## src/rtl/fb_pkg.sv

```systemverilog
// Shared types and constants for the frame-buffer write path.
package fb_pkg;
  localparam int PIX_WIDTH  = 16;
  localparam int WORD_WIDTH = 2 * PIX_WIDTH;
  localparam int FB_DEPTH   = 19200;

  typedef logic [PIX_WIDTH-1:0]  pixel_t;
  typedef logic [WORD_WIDTH-1:0] word_t;

  typedef enum logic [1:0] {IDLE, HALF, EVEN} fb_wr_state_e;

  localparam logic [3:0] WE_FULL = 4'b1111;
  localparam logic [3:0] WE_LOW  = 4'b0011;

  typedef struct packed {
    pixel_t data;
    logic   sof;
    logic   eof;
  } pix_beat_t;

  // One cycle's worth of packer decisions, consumed by the address/flag stage.
  typedef struct packed {
    logic       write;
    logic [3:0] we;
    word_t      word;
    logic       last;
    logic       sof;
    logic       err;
  } wr_act_t;

  function automatic word_t pack_low(input pixel_t p);
    return {{PIX_WIDTH{1'b0}}, p};
  endfunction
endpackage

```

## src/rtl/fb_pixel_writer_if.sv

```systemverilog
// Pixel stream handshake between a source and the frame-buffer writer.
interface fb_pix_if;
  import fb_pkg::*;
  pixel_t data;
  logic   valid;
  logic   sof;
  logic   eof;
  logic   ready;

  modport master (output data, valid, sof, eof, input ready);
  modport slave  (input data, valid, sof, eof, output ready);
endinterface

```

## src/rtl/fb_pixel_packer.sv

```systemverilog
// Pairs incoming pixels into words; decisions are combinational so the
// top can register them alongside the address in the same cycle.
module fb_pixel_packer
  import fb_pkg::*;
(
  input  logic      clk,
  input  logic      reset,
  input  logic      accept,
  input  pix_beat_t beat,
  output wr_act_t   act
);
  fb_wr_state_e state;
  pixel_t       held;

  always_comb begin
    act = '0;
    if (accept) begin
      if (beat.sof) begin
        act.sof = 1'b1;
        act.err = (state != IDLE);
        if (beat.eof) begin
          act.write = 1'b1;
          act.we    = WE_LOW;
          act.word  = pack_low(beat.data);
          act.last  = 1'b1;
        end
      end else begin
        case (state)
          HALF: begin
            act.write = 1'b1;
            act.we    = WE_FULL;
            act.word  = {beat.data, held};
            act.last  = beat.eof;
          end
          EVEN: begin
            if (beat.eof) begin
              act.write = 1'b1;
              act.we    = WE_LOW;
              act.word  = pack_low(beat.data);
              act.last  = 1'b1;
            end
          end
          default: ;
        endcase
      end
    end
  end

  // A SOF always restarts with its pixel as the lower half, dropping any held one.
  always_ff @(posedge clk) begin
    if (reset) begin
      state <= IDLE;
      held  <= '0;
    end else if (accept) begin
      if (beat.sof || state == EVEN) begin
        held  <= beat.data;
        state <= beat.eof ? IDLE : HALF;
      end else if (state == HALF) begin
        state <= beat.eof ? IDLE : EVEN;
      end
    end
  end
endmodule

```

## src/rtl/fb_pixel_writer.sv

```systemverilog
// Packs a 16-bit pixel stream two-per-word into the frame BRAM write port.
module fb_pixel_writer #(
  parameter int                    RAM_DEPTH  = 19200,
  parameter int                    PIX_WIDTH  = 16,
  parameter int                    ADDR_WIDTH = 32,
  parameter logic [ADDR_WIDTH-1:0] BASE_ADDR  = '0
) (
  input  logic                   clk,
  input  logic                   reset,
  input  logic                   enable,
  fb_pix_if.slave                s_pix,
  output logic [ADDR_WIDTH-1:0]  bram_addra,
  output logic [2*PIX_WIDTH-1:0] bram_dina,
  output logic [3:0]             bram_wea,
  output logic                   frame_done,
  output logic                   frame_err,
  output logic                   overflow,
  output logic [14:0]            words_written
);
  import fb_pkg::*;

  localparam int            IW       = $clog2(RAM_DEPTH);
  localparam logic [IW-1:0] LAST_IDX = IW'(RAM_DEPTH - 1);

  logic          accept;
  pix_beat_t     beat;
  wr_act_t       act;
  logic [IW-1:0] word_idx;
  logic [IW-1:0] cur_idx;

  assign s_pix.ready = enable & ~reset;
  assign accept      = s_pix.valid & s_pix.ready;
  assign beat        = '{data: s_pix.data, sof: s_pix.sof, eof: s_pix.eof};

  fb_pixel_packer u_packer (
    .clk    (clk),
    .reset  (reset),
    .accept (accept),
    .beat   (beat),
    .act    (act)
  );

  // A one-pixel frame writes on its SOF beat, so the restart must take effect immediately.
  assign cur_idx = act.sof ? '0 : word_idx;

  always_ff @(posedge clk) begin
    if (reset) begin
      bram_addra    <= '0;
      bram_dina     <= '0;
      bram_wea      <= '0;
      frame_done    <= 1'b0;
      frame_err     <= 1'b0;
      overflow      <= 1'b0;
      words_written <= '0;
      word_idx      <= '0;
    end else begin
      bram_wea   <= '0;
      frame_done <= 1'b0;
      frame_err  <= act.err;
      if (act.sof) begin
        word_idx <= '0;
        overflow <= 1'b0;
      end
      if (act.write) begin
        bram_wea   <= act.we;
        bram_dina  <= act.word;
        bram_addra <= BASE_ADDR + ADDR_WIDTH'({cur_idx, 2'b00});
        if (act.last) begin
          frame_done    <= 1'b1;
          words_written <= 15'({1'b0, cur_idx} + 1'b1);
        end else if (cur_idx == LAST_IDX) begin
          // Keep writing over the top of the frame; the host sees the sticky flag.
          word_idx <= '0;
          overflow <= 1'b1;
        end else begin
          word_idx <= cur_idx + 1'b1;
        end
      end
    end
  end
endmodule

```

## src/flat_wrapper.sv

```systemverilog
// flat-port wrapper written by rule: the top's interface ports become plain ports
module fb_pixel_writer_flat import fb_pkg::*;
#(
  parameter int                    RAM_DEPTH  = 19200,
  parameter int                    PIX_WIDTH  = 16,
  parameter int                    ADDR_WIDTH = 32,
  parameter logic [ADDR_WIDTH-1:0] BASE_ADDR  = '0
)
  (clk, reset, enable, bram_addra, bram_dina, bram_wea, frame_done, frame_err, overflow, words_written, s_pix_data, s_pix_valid, s_pix_sof, s_pix_eof, s_pix_ready);
  fb_pix_if s_pix_i ();
  input  logic clk;
  input  logic reset;
  input  logic enable;
  output logic [ADDR_WIDTH-1:0] bram_addra;
  output logic [2*PIX_WIDTH-1:0] bram_dina;
  output logic [3:0] bram_wea;
  output logic frame_done;
  output logic frame_err;
  output logic overflow;
  output logic [14:0] words_written;
  input wire logic [$bits(s_pix_i.data)-1:0] s_pix_data;
  input wire logic [$bits(s_pix_i.valid)-1:0] s_pix_valid;
  input wire logic [$bits(s_pix_i.sof)-1:0] s_pix_sof;
  input wire logic [$bits(s_pix_i.eof)-1:0] s_pix_eof;
  output wire logic [$bits(s_pix_i.ready)-1:0] s_pix_ready;
  assign s_pix_i.data = s_pix_data;
  assign s_pix_i.valid = s_pix_valid;
  assign s_pix_i.sof = s_pix_sof;
  assign s_pix_i.eof = s_pix_eof;
  assign s_pix_ready = s_pix_i.ready;
  fb_pixel_writer #(.RAM_DEPTH(RAM_DEPTH), .PIX_WIDTH(PIX_WIDTH), .ADDR_WIDTH(ADDR_WIDTH), .BASE_ADDR(BASE_ADDR)) u_core (.clk(clk), .reset(reset), .enable(enable), .s_pix(s_pix_i), .bram_addra(bram_addra), .bram_dina(bram_dina), .bram_wea(bram_wea), .frame_done(frame_done), .frame_err(frame_err), .overflow(overflow), .words_written(words_written));
endmodule
```

## config.mk

```make
export PLATFORM = sky130hd
export DESIGN_NAME = fb_pixel_writer_flat
export DESIGN_NICKNAME = d
export VERILOG_FILES = /design/src/rtl/fb_pkg.sv /design/src/rtl/fb_pixel_writer_if.sv /design/src/rtl/fb_pixel_packer.sv /design/src/rtl/fb_pixel_writer.sv /design/src/flat_wrapper.sv
export SDC_FILE = /design/constraint.sdc
export NUM_CORES = 1
export LEC_CHECK = 0
export BUFFER_PORTS_ARGS = -buffer_cell sky130_fd_sc_hd__buf_2
export CAP_MARGIN = 10
export CELL_PAD_IN_SITES_DETAIL_PLACEMENT = 0
export CELL_PAD_IN_SITES_GLOBAL_PLACEMENT = 1
export CORE_MARGIN = 5
export CORE_UTILIZATION = 39
export DETAILED_ROUTE_END_ITERATION = 12
export HOLD_SLACK_MARGIN = 0.15
export PLACE_DENSITY_LB_ADDON = 0.12
export SYNTH_ARGS = -nofsm -noshare
export SYNTH_HDL_FRONTEND = slang
export SYNTH_SLANG_ARGS = --single-unit
```

## constraint.sdc

```tcl
create_clock -name clk -period 3.11 [get_ports clk]
set_input_delay 0.311 -clock clk [delete_from_list [all_inputs] [get_ports clk]]
set_output_delay 0.311 -clock clk [all_outputs]
set_load 0.02 [all_outputs]
```

# After elaboration in Yosys (flattened, before gate mapping)
# Cells that the tools add are included.
# classes
n_addsub,2
eq_ne,3
muxes,18
bitwise,6
n_reduce_logical,9
# ops
operator,count
$mux W38,2
$pmux W38 S2,1
$mux W15,4
$mux W40,1
$add A15 B1 Y15 const B,2
$eq A15 B15 Y1 const B,1
$mux W2,4
$mux W1,6
$reduce_and A2 Y1,3
$reduce_or A3 Y1,2
$not A1 Y1,4
$reduce_bool A2 Y1,2
$and A1 B1 Y1,2
$eq A2 B1 Y1 const B,1
$eq A2 B2 Y1 const B,1
$reduce_or A2 Y1,1
$logic_or A1 B1 Y1,1
# totals
register_bits,102
in_bits,22
out_inout_bits,87
wordCells,48

# Depth between registers and ports, before layout
# logic_depth
ltp_word,9
ltp_mapped,10
mapped_depth_nobuf,8

# By module
# Synthesis repeated with hierarchy kept, for this count alone.
# unflattened
hier_cells,511
area_unflattened_um2,4720.8
# by_module_without_submodules
mod,instances,cells_per_inst,area_per_inst_um2,seq_area_each_um2
fb_pixel_writer,1,375,3638.5,1681.6
fb_pixel_packer,1,136,1082.3,360.3

# Worst setup path after synthesis
# No wires, ideal clock.
# synth_path
path_kind,input to register
startpoint,input port reset
endpoint,register u_core.word_idx[12]
setup_ps,133
arrival_ps,2204
required_ps,2977
slack_ps,773
path_stages,10
cell_sequence,buf_2 > nand4b_1 > and2_1 > clkbuf_1 > ha_1 > nand4_2 > nor4_4 > a31oi_4 > a31oi_1 > a31oi_1
# synth_between
elab_chain_len,9
# synth_lines
item,line,source
start: declaration,flat_wrapper.sv:12,input logic reset;
$not A1 Y1 *,fb_pixel_writer.sv:31,assign s_pix.ready = enable & ~reset;
$and A1 B1 Y1 *,fb_pixel_writer.sv:31,
$and A1 B1 Y1 *,fb_pixel_writer.sv:32,assign accept = s_pix.valid & s_pix.ready;
$mux W40 *,fb_pixel_packer.sv:17,if (accept) begin
$mux W15 *,fb_pixel_writer.sv:44,assign cur_idx = act.sof ? '0 : word_idx;
named net u_core.cur_idx[0],fb_pixel_writer.sv:29,logic [IW-1:0] cur_idx;
$add A15 B1 Y15 / $eq A15 B15 Y1 (equally long branches),"fb_pixel_writer.sv:76, fb_pixel_writer.sv:71",
$mux W15 *,fb_pixel_writer.sv:71,end else if (cur_idx == LAST_IDX) begin
$mux W15 *,fb_pixel_writer.sv:68,if (act.last) begin
$mux W15 *,fb_pixel_writer.sv:64,if (act.write) begin
end signal: assignment,fb_pixel_writer.sv:76,word_idx <= cur_idx + 1'b1;
end: declaration,fb_pixel_writer.sv:28,logic [IW-1:0] word_idx;
# Mark *: on every way through the listed nets, which the timed path passes. The rest lies on a longest branch.
# A chain may end at the register's enable or synchronous reset.

# Worst setup path in the final report
# layout_path
startpoint,register u_core.u_packer.state[1]
endpoint,register u_core.bram_addra[15]
# layout_between
elab_chain_len,4
# layout_lines
item,line,source
start: declaration,fb_pixel_packer.sv:12,fb_wr_state_e state;
start signal: assignment,fb_pixel_packer.sv:57,state <= beat.eof ? IDLE : HALF;
start signal: assignment,fb_pixel_packer.sv:59,state <= beat.eof ? IDLE : EVEN;
$eq A2 B2 Y1 / $eq A2 B1 Y1 (equally long branches),fb_pixel_packer.sv:28,case (state)
$pmux W38 S2 *,fb_pixel_packer.sv:28,
$mux W38 *,fb_pixel_packer.sv:18,if (beat.sof) begin
$mux W40 *,fb_pixel_packer.sv:17,
end signal: assignment,fb_pixel_writer.sv:67,"bram_addra <= BASE_ADDR + ADDR_WIDTH'({cur_idx, 2'b00});"
end: declaration,fb_pixel_writer.sv:12,"output logic [ADDR_WIDTH-1:0] bram_addra,"
# Every way passes the cells marked *; elsewhere a longest branch is shown, timed or not.

==> flow_results.xml <==
<?xml version="1.0" encoding="UTF-8"?>
<metrics>
  <group name="status">
    <metric name="run_status" unit="">completed</metric>
  </group>
  <group name="synthesis">
    <metric name="postSynthAreaPerCell" unit="um2">8.46</metric>
    <metric name="ys_types" unit="">53</metric>
    <metric name="synth_sequential_area_ratio" unit="%">46.8</metric>
    <metric name="ys_ff_latch" unit="">100</metric>
    <metric name="synth_flop_cell" unit="">dfxtp_1</metric>
    <metric name="postSynth.asyncResetShare" unit="%">0</metric>
    <metric name="synth_area" unit="um2">4270</metric>
    <metric name="instance_count_of_the_mapped_netlist" unit="">505</metric>
    <metric name="synth_edf_count" unit="">0</metric>
    <metric name="synth_warnings" unit="">0</metric>
  </group>
  <group name="die">
    <metric name="floorplan.core_area" unit="um2">10800</metric>
    <metric name="start_util" unit="%">39.6</metric>
    <metric name="std_cell_rows" unit="">38</metric>
    <metric name="boundaryPins" unit="">109</metric>
    <metric name="die_area" unit="um2">13200</metric>
    <metric name="die_y" unit="um">115</metric>
    <metric name="floorplan.die.width" unit="um">115</metric>
  </group>
  <group name="detailed_routing">
    <metric name="drtIter0Drc" unit="">180</metric>
    <metric name="met2WireLength" unit="mm">5.19</metric>
    <metric name="count_of_tritonroute_iterations_in_the_first_routing_pass" unit="">4</metric>
    <metric name="viasPerCell" unit="">5.23</metric>
    <metric name="vias" unit="">3755</metric>
    <metric name="routed-wl-met3" unit="um">564</metric>
    <metric name="dr.max_layer_used" unit="">met4</metric>
    <metric name="routedLengthMet1" unit="mm">5.26</metric>
    <metric name="route.detailed.drc" unit="">0</metric>
    <metric name="drt.antenna.violating_nets" unit="">0</metric>
    <metric name="routed_wire_length_per_instance" unit="um">15.7</metric>
    <metric name="routed_wirelength" unit="mm">11.3</metric>
  </group>
  <group name="global_routing">
    <metric name="groute.usage.overall" unit="%">17.4</metric>
    <metric name="grt_pass1_wl" unit="mm">18.2</metric>
    <metric name="grt_remaining_overflow" unit="">0</metric>
    <metric name="antenna_found_initial" unit="">0</metric>
    <metric name="pin_count_of_the_biggest_net_entering_global_routing" unit="">84</metric>
    <metric name="first_global_vias" unit="">3615</metric>
  </group>
  <group name="setup_path">
    <metric name="critical_path_peak_fanout" unit="">32</metric>
    <metric name="r2r.worst_path.cells" unit="">7</metric>
    <metric name="r2r_slack" unit="ns">0.73</metric>
    <metric name="worst_path_required" unit="ns">3.41</metric>
    <metric name="setup.worst_path.end_class" unit="">register</metric>
    <metric name="cp_data_arrival_time" unit="ns">2.68</metric>
    <metric name="crit_start" unit="">u_core.u_packer.state[1]$_SDFFE_PP0P_</metric>
    <metric name="startpoint_to_endpoint_class_of_the_critical_path" unit="">register to register</metric>
    <metric name="worstReg2RegEnd" unit="">u_core.bram_addra[15]$_SDFFE_PP0N_</metric>
    <metric name="reg2reg_from" unit="">u_core.u_packer.state[1]$_SDFFE_PP0P_</metric>
    <metric name="startpoint_type" unit="">register</metric>
  </group>
  <group name="layout">
    <metric name="finish.utilization" unit="%">45.4</metric>
    <metric name="nNetsFinal" unit="">600</metric>
    <metric name="post_route_cells_drive_above_1_share" unit="%">21.5</metric>
    <metric name="antennaDiodeCount" unit="">0</metric>
    <metric name="syn_to_final_growth" unit="%">14.6</metric>
    <metric name="post-route-cell-area" unit="um2">4900</metric>
    <metric name="sequential_cell_area" unit="um2">2000</metric>
    <metric name="multiInputGateArea" unit="um2">1990</metric>
    <metric name="final_layout_fill_cell_count" unit="">1117</metric>
  </group>
  <group name="clock_tree">
    <metric name="path_clk_slew" unit="ns">0.10</metric>
    <metric name="tritoncts" unit="">built</metric>
    <metric name="cts_resized" unit="">0</metric>
    <metric name="htreeDepth" unit="">3</metric>
    <metric name="cts.path.max_buffers" unit="">2</metric>
    <metric name="cts_hold_repair.buffers" unit="">0</metric>
    <metric name="cts_root_buf" unit="">clkbuf_8</metric>
    <metric name="cts_inserted_buffers" unit="">9</metric>
    <metric name="cts_setup_buffers" unit="">0</metric>
    <metric name="insertion_delay" unit="ns">0.37</metric>
    <metric name="clock_sink_count" unit="">100</metric>
  </group>
  <group name="sta">
    <metric name="fin_worst_skew" unit="ns">0.0139</metric>
    <metric name="setup-violations-final" unit="">0</metric>
    <metric name="worst_slew_margin_rel" unit="%">33.2</metric>
    <metric name="tns" unit="ns">0</metric>
    <metric name="layout_min_cycle_time" unit="ns">2.38</metric>
    <metric name="clock.fmax" unit="MHz">420</metric>
    <metric name="fin_crit_sh" unit="%">76.6</metric>
    <metric name="rsz0062_at_grt" unit="">false</metric>
    <metric name="max_slew.worst_pin.slew" unit="ns">1.00</metric>
    <metric name="drv_slew" unit="">0</metric>
    <metric name="whs" unit="ns">0.189</metric>
    <metric name="finalHoldViolations" unit="">0</metric>
  </group>
  <group name="power_and_ir_drop">
    <metric name="leakagePower" unit="nW">1.96</metric>
    <metric name="design_power_total" unit="W">0.00225</metric>
    <metric name="max-vdd-ir-drop" unit="uV">192</metric>
    <metric name="power_density" unit="nW/um2">460</metric>
  </group>
  <group name="placement">
    <metric name="place_area" unit="um2">4710</metric>
    <metric name="dp_hpwl" unit="mm">7.81</metric>
    <metric name="globalplace.congestion" unit="">0.896</metric>
    <metric name="placement.io_buffers" unit="">91</metric>
  </group>
  <group name="hold_path">
    <metric name="hold_path.class" unit="">primary input to register</metric>
    <metric name="min-delay-start" unit="">s_pix_data[9]</metric>
    <metric name="min_delay_path_depth" unit="">3</metric>
    <metric name="worstHoldEndpoint" unit="">u_core.u_packer.held[9]$_SDFFE_PP0P_</metric>
  </group>
  <group name="run">
    <metric name="cap_viol_max_count" unit="">0</metric>
  </group>
</metrics>
==> layout make-up <==
cell class,instances,share of cell area [%]
inverters,8,0.613
clock buffers,10,2.61
well taps,140,3.58
multi-input cells,356,40.5
flip-flops and latches,100,40.9
clock inverters,5,1.25
repair buffers,99,10.5
==> per-layer routing <==
metal | global-route usage (%) | up-vias
met5 | 0 | -
met4 | 7.60 | 0
met3 | 3.12 | 17
met2 | 27.9 | 93
met1 | 22.7 | 1796
li1 | - | 1849
==> worst max-delay path: stages, from the launching register on <==
cell and delay, ns:
dfxtp_1 0.38, inv_1 0.08, ha_1 0.32, a21boi_0 0.35
o21ai_4 0.10, inv_1 0.74, nand3_1 0.18, a21oi_1 0.17
==> cells by family after synthesis <==
family	Yosys count	synth area share, %
adder cells (fa/ha/maj)	4	1.17
multiplexers	1	0.234
XOR/XNOR	13	2.66
buffers and inverters	65	8.37
other	1	0.0877
AO/OA/AOI/OAI	114	17.8
AND/OR/NAND/NOR	207	22.8
flip-flops	100	46.8
==> cell usage after synthesis, drive strengths merged (2+ instances only) <==
master | instances | area (um2)
and3 | 3 | 18.8
nand3 | 23 | 128
nand2 | 76 | 288
a22oi | 24 | 180
clkbuf | 17 | 65.1
nand4 | 4 | 31.3
xnor2 | 8 | 70.1
nor2 | 54 | 203
a21oi | 43 | 219
nand3b | 3 | 22.5
and3b | 2 | 17.5
nor3 | 18 | 90.1
a31oi | 7 | 58.8
dfxtp | 100 | 2000
nor4 | 5 | 46.3
xor2 | 5 | 43.8
o32ai | 2 | 17.5
o21ai | 10 | 50.0
nand2b | 4 | 25.0
inv | 8 | 30.0
and2 | 8 | 50.1
ha | 4 | 50.1
a211oi | 2 | 15.0
a221oi | 16 | 140
buf | 40 | 263
or3 | 2 | 12.5
o21a | 2 | 15.0
==> where the power goes <==
| group | switching (W) | internal, W | total (W) |
|---|---|---|---|
| Combinational | 0.0000942 | 0.0000325 | 0.000127 |
| Sequential | 0.00000501 | 0.00129 | 0.00129 |
| Clock | 0.000458 | 0.000373 | 0.000830 |
==> how the worst max path moves through the flow <==
stage	cells after the start	slack (ns)	end
floorplan	10	0.77	u_core.word_idx[12]$_SDFF_PP0_
global placement	9	0.69	u_core.word_idx[12]$_SDFF_PP0_
detailed placement	9	0.60	u_core.word_idx[1]$_SDFF_PP0_
CTS	7	0.68	u_core.bram_addra[15]$_SDFFE_PP0N_
global route	7	0.44	u_core.bram_addra[6]$_SDFFE_PP0N_
finish	7	0.73	u_core.bram_addra[15]$_SDFFE_PP0N_
==> registers in the layout, indices dropped and copies added, names as in the netlist <==
signal / flops
u_core.u_packer.held: 16
u_core.word_idx: 15
u_core.frame_done: 1
u_core.bram_addra: 15
u_core.frame_err: 1
u_core.words_written: 15
u_core.overflow: 1
u_core.u_packer.state: 2
u_core.bram_wea: 2
u_core.bram_dina: 32
==> stage by stage <==
stage | setup WS, ns | cells
floorplan | 0.773 | 521
global route | 0.442 | 718
CTS | 0.684 | 718
global placement | 0.689 | 703
detailed placement | 0.596 | 703
finish | 0.726 | 718
==> placed cells by master, fill, tap and decap left out, types with 9 or more instances in the layout <==
cell type and count:
dfxtp_1 100, buf_2 91, nand2_1 75, nor2_1 54
a21oi_1 42, a22oi_1 24, nand3_1 22, nor3_1 18
conb_1 17, a221oi_1 16, clkbuf_8 9
Note: power is estimated with default switching activity, not from simulation.
